File: src/rtl/modexp_ctrl_pkg.sv
// modexp_ctrl_pkg: shared state encoding and default widths for the modexp controller
package modexp_ctrl_pkg;
   localparam int N_WIDTH_DEF   = 6;
   localparam int NUM_WIDTH_DEF = 12;
   localparam int EXP_WIDTH_DEF = 12;
   typedef enum logic [2:0] {
      IDLE, RB_ISSUE, RB_WAIT, SQ_ISSUE, SQ_WAIT, MUL_ISSUE, MUL_WAIT, DONE
   } state_e;
endpackage

File: src/rtl/modexp_ctrl_modmul_step.sv
// modmul_step: selects the multiplier operands per issue state and forms the lookup dividend
module modmul_step
   import modexp_ctrl_pkg::*;
#(
   parameter int N_width   = N_WIDTH_DEF,
   parameter int num_width = NUM_WIDTH_DEF
) (
   input  state_e               state,
   input  logic [N_width-1:0]   base,
   input  logic [N_width-1:0]   base_r,
   input  logic [N_width-1:0]   acc,
   output logic [num_width-1:0] lut_num
);
   logic [num_width-1:0] a, b;
   // base reduction reuses the multiplier as base*1; non-issue states multiply by 0
   always_comb begin
      a = num_width'(state == RB_ISSUE ? base : acc);
      b = state == RB_ISSUE  ? num_width'(1) :
          state == SQ_ISSUE  ? num_width'(acc) :
          state == MUL_ISSUE ? num_width'(base_r) : '0;
      lut_num = a * b;
   end
endmodule

File: src/rtl/modexp_ctrl.sv
// modexp_ctrl: left-to-right square-and-multiply using an external registered modulo lookup
module modexp_ctrl
   import modexp_ctrl_pkg::*;
#(
   parameter int N_width   = N_WIDTH_DEF,
   parameter int num_width = NUM_WIDTH_DEF,
   parameter int EXP_WIDTH = EXP_WIDTH_DEF
) (
   input  logic                 clk,
   input  logic                 rst,
   input  logic                 start,
   input  logic [N_width-1:0]   base,
   input  logic [EXP_WIDTH-1:0] exp,
   input  logic [N_width-1:0]   N,
   output logic                 busy,
   output logic                 done,
   output logic [N_width-1:0]   result,
   output logic [num_width-1:0] lut_num,
   output logic [N_width-1:0]   lut_N,
   input  logic [N_width-1:0]   lut_out
);
   localparam int IW = EXP_WIDTH > 1 ? $clog2(EXP_WIDTH) : 1;
   state_e               state_q, state_d, step_state;
   logic [N_width-1:0]   base_q, base_d, n_q, n_d, base_r_q, base_r_d;
   logic [N_width-1:0]   acc_q, acc_d, result_q, result_d;
   logic [EXP_WIDTH-1:0] exp_q, exp_d;
   logic [IW-1:0]        idx_q, idx_d, step_idx;
   logic                 busy_q, busy_d, done_q, done_d;

   modmul_step #(.N_width(N_width), .num_width(num_width)) u_step (
      .state(state_q), .base(base_q), .base_r(base_r_q), .acc(acc_q), .lut_num(lut_num)
   );

   assign lut_N  = state_q inside {RB_ISSUE, SQ_ISSUE, MUL_ISSUE} ? n_q : '0;
   assign busy   = busy_q;
   assign done   = done_q;
   assign result = result_q;

   always_comb begin
      step_state = idx_q == '0 ? DONE : SQ_ISSUE;
      step_idx   = idx_q == '0 ? idx_q : idx_q - IW'(1);
      state_d    = state_q;
      base_d     = base_q;
      exp_d      = exp_q;
      n_d        = n_q;
      base_r_d   = base_r_q;
      acc_d      = acc_q;
      idx_d      = idx_q;
      case (state_q)
         IDLE: if (start) begin
            state_d = RB_ISSUE;
            base_d  = base;
            exp_d   = exp;
            n_d     = N;
            acc_d   = N_width'(1);
            idx_d   = IW'(EXP_WIDTH - 1);
         end
         RB_ISSUE:  state_d = RB_WAIT;
         RB_WAIT: begin
            base_r_d = lut_out;
            state_d  = SQ_ISSUE;
         end
         SQ_ISSUE:  state_d = SQ_WAIT;
         SQ_WAIT: begin
            acc_d   = lut_out;
            state_d = exp_q[idx_q] ? MUL_ISSUE : step_state;
            idx_d   = exp_q[idx_q] ? idx_q : step_idx;
         end
         MUL_ISSUE: state_d = MUL_WAIT;
         MUL_WAIT: begin
            acc_d   = lut_out;
            state_d = step_state;
            idx_d   = step_idx;
         end
         default:   state_d = IDLE;
      endcase
      result_d = state_d == DONE ? acc_d : result_q;
      busy_d   = !(state_d inside {IDLE, DONE});
      done_d   = state_d == DONE;
   end

   always_ff @(posedge clk) begin
      if (rst) begin
         state_q  <= IDLE;
         base_q   <= '0;
         exp_q    <= '0;
         n_q      <= '0;
         base_r_q <= '0;
         acc_q    <= '0;
         idx_q    <= '0;
         result_q <= '0;
         busy_q   <= 1'b0;
         done_q   <= 1'b0;
      end else begin
         state_q  <= state_d;
         base_q   <= base_d;
         exp_q    <= exp_d;
         n_q      <= n_d;
         base_r_q <= base_r_d;
         acc_q    <= acc_d;
         idx_q    <= idx_d;
         result_q <= result_d;
         busy_q   <= busy_d;
         done_q   <= done_d;
      end
   end
endmodule

File: config.mk
export PLATFORM = sky130hd
export DESIGN_NAME = modexp_ctrl
export DESIGN_NICKNAME = d
export VERILOG_FILES = /design/src/rtl/modexp_ctrl_pkg.sv /design/src/rtl/modexp_ctrl_modmul_step.sv /design/src/rtl/modexp_ctrl.sv
export SDC_FILE = /design/constraint.sdc
export NUM_CORES = 1
export LEC_CHECK = 0
export BUFFER_PORTS_ARGS = -buffer_cell sky130_fd_sc_hd__buf_2
export CORE_UTILIZATION = 54
export CTS_BUF_LIST = sky130_fd_sc_hd__clkbuf_4
export CTS_CLUSTER_SIZE = 12
export DETAILED_ROUTE_END_ITERATION = 6
export PLACE_DENSITY_LB_ADDON = 0.05
export SLEW_MARGIN = 20
export SYNTH_ARGS = -nofsm -noshare
export SYNTH_HDL_FRONTEND = slang
export SYNTH_SLANG_ARGS = --single-unit
File: constraint.sdc
create_clock -name clk -period 8.3 [get_ports clk]
set_input_delay 0 -clock clk [delete_from_list [all_inputs] [get_ports clk]]
set_output_delay 0 -clock clk [all_outputs]
set_load 0.05 [all_outputs]
==> flow_summary.ini <==
[run_status]
outcome = complete, no violations

[final_layout]
syn_to_final_growth_pct = 20.2
finalNonFillerCells = 544
nFillCells = 522
final_nets = 540
drive_above_1_share = 0.192
antennaDiodeCount = 0

[power]
p_per_area_nw_per_um2 = 180
ir_drop_mv = 0.191
finalPower_mw = 0.718
p_leak_nw = 1.76

[timing]
timing.final.ws_setup_ps = 2950
period_share = 0.644
tns_ps = 0
fmax_mhz = 187
finClkSkew_ps = 15.6
hold_viol_final = 0
rsz0062_at_grt = false
tightest_slew_ps = 1050
maxSlewHeadroom = 0.298
finalCriticalPeriod_ps = 5350
finalSetupViolCount = 0
drv_slew = 0

[floorplanning]
row_count = 28
core_sq_um = 5920
dieArea_sq_um = 6470
dieWidth_um = 80.4
die_y_um = 80.4
start_util = 0.561
io_pins = 59

[route]
routed_wl_mm = 7.20
wl_per_cell_um = 13.2
dr.pass1.iters = 5
drc_errors = 0
drt_first_iter_violations = 144
via_per_inst = 5.28
ant_nets = 0
vias = 2870

[synthesis]
syn_area_sq_um = 3320
synth_nets = 464
synth_commonest_cells = nand2_1, dfxtp_1, a21oi_1
yosysSeqAreaShare = 0.307
ys_async_sr_fraction = 0
syn_avg_cell_area_sq_um = 8.47
syn-instance-count = 392
yosysMostFrequentCell = nand2_1
ys_types = 46
yosysWarnings = 0
synth_top_flop_cell = dfxtp_1
synth-edff-count = 0
synth_top_area_share = 0.307
yosysTopAreaCell = dfxtp_1
ys_top_cells_by_area = dfxtp_1, fa_1, ha_1
synth-seq-cells = 51

[clock_tree]
cts_root_buffer = clkbuf_4
insertion_delay_ps = 380
max-clock-path-buffers = 2
path_clk_slew_ps = 150
cts_tree = yes
htree_levels = 2
numClockSinks = 51
ctsResizeCount = 0
cts_made_buffers = 5

[grt]
gr-total-overflow = 0
grt_use_total = 0.243
grt_pass1_vias = 2739
antenna_found_initial = 0
grt_max_degree = 52
grt_pass1_wl_mm = 12.3

[flow_run]
drv_cap = 0

[worst_hold_path]
holdPathStages = 2
worst_hold_startpoint = rst
worst_hold_path.endpoint = base_r_q[1]
hold_class = input pin to register

[placed_design]
gp_congestion = 0.881
post-dp-hpwl_mm = 5.22
portBuffers = 58
post-place-ws_ps = 3380
dp_cells = 505

[setup_path]
reg2reg_depth = 5
worstPathArrival_ps = 5350
crit_path_start_kind = register
cp-startpoint = state_q[0]
r2r-end = idx_q[3]
timing.rr.start = state_q[0]
ff2ff_setup_slack_ps = 5770
crit_path_end_kind = output port
critPathKind = register to output port
critPathMaxFanout = 22
cp_data_required_time_ps = 8300
-- how the worst max path moves through the flow --
stage	end	cells after the start
3_3_place_gp	lut_num[11]	15
6_report	lut_num[11]	15
2_1_floorplan	lut_num[11]	15
5_1_grt	lut_num[11]	16
3_5_place_dp	lut_num[11]	15
4_1_cts	lut_num[11]	15
-- critical path, stage by stage (launching register included) --
cell,delay [ps]
dfxtp_1,760
nor3b_1,260
buf_4,220
mux2i_1,450
nand2b_1,210
fa_1,410
fa_1,470
fa_1,540
inv_1,40
ha_1,330
a21o_1,170
a21oi_1,200
o21ai_0,160
o41ai_1,320
xnor2_1,150
buf_2,270
-- where the power goes --
group          switching [mW]  total, mW  internal, mW  leakage [nW]
clock                  0.0849      0.120        0.0347        0.0331
combinational           0.163      0.267         0.105          1.31
sequential             0.0450      0.331         0.286         0.417
total                   0.292      0.718         0.425          1.76
-- per-stage QoR --
step           hold slack [ps]  utilization  instance area (sq um)
5_1_grt                    291        0.674                   3990
3_3_place_gp               240        0.611                   3620
2_1_floorplan              136            -                   3320
3_5_place_dp               246        0.611                   3620
4_1_cts                    238        0.674                   3990
6_report                   228        0.674                   3990
-- state kept, by name, indices dropped and copies added, names as in the netlist --
name / cells
exp_q: 12
acc_q: 6
base_q: 6
base_r_q: 6
n_q: 6
result: 6
idx_q: 4
state_q: 3
busy: 1
done: 1
-- area by class of cell --
class,instances,area [sq um],share of cell area
tap,75,93.8,0.0235
multi-input combinational,296,2120,0.530
clock inverter,3,23.8,0.00596
inverter,24,90.1,0.0226
sequential,51,1020,0.256
clock buffer,5,37.5,0.00941
timing repair buffer,90,608,0.152
-- logic make-up (layout without fill, tap and decap cells) --
| group | count (synthesis) | after routing | synth area share |
|---|---|---|---|
| buffers and inverters | 45 | 122 | 0.0554 |
| multiplexers | 24 | 24 | 0.0836 |
| XOR/XNOR | 8 | 8 | 0.0211 |
| AO/OA/AOI/OAI | 66 | 66 | 0.129 |
| adder cells (fa/ha/maj) | 39 | 39 | 0.185 |
| AND/OR/NAND/NOR | 159 | 159 | 0.218 |
| flip-flops | 51 | 51 | 0.307 |
-- routing by layer --
| layer | vias to the layer above | wire (um) | GRT usage |
|---|---|---|---|
| li1 | 1460 | - | - |
| met1 | 1339 | 3510 | 0.337 |
| met2 | 62 | 3320 | 0.396 |
| met3 | 9 | 291 | 0.0352 |
| met4 | 0 | 82 | 0.0589 |
| met5 | - | 0 | 0 |
-- layout by cell type, fill, tap and decap left out, types with 2 or more instances in the layout --
cell type and n:
nand2_1 70, a21oi_1 36, a22oi_1 2, a22o_1 3, nand3_1 12, a31oi_1 3, and2_1 7, mux4_2 2
nor2b_1 14, dlygate4sd3_1 31, a311oi_1 2, or2_2 3, o41ai_1 3, o21ai_0 4, ha_1 22, mux2i_1 12
a21o_1 2, mux2_2 10, xnor2_1 6, fa_1 17, nor3_1 7, dfxtp_1 51, nor2_1 33, xor2_1 2
inv_1 24, nand2b_1 7, and4_1 2, clkbuf_4 5, a31o_2 2, buf_2 58
-- timing repair --
action                    CTS  global route
hold endpoints to repair   37             0
hold buffers               31             0
buffers inserted            0             0
No activity file was read; power rests on OpenSTA's default activity.
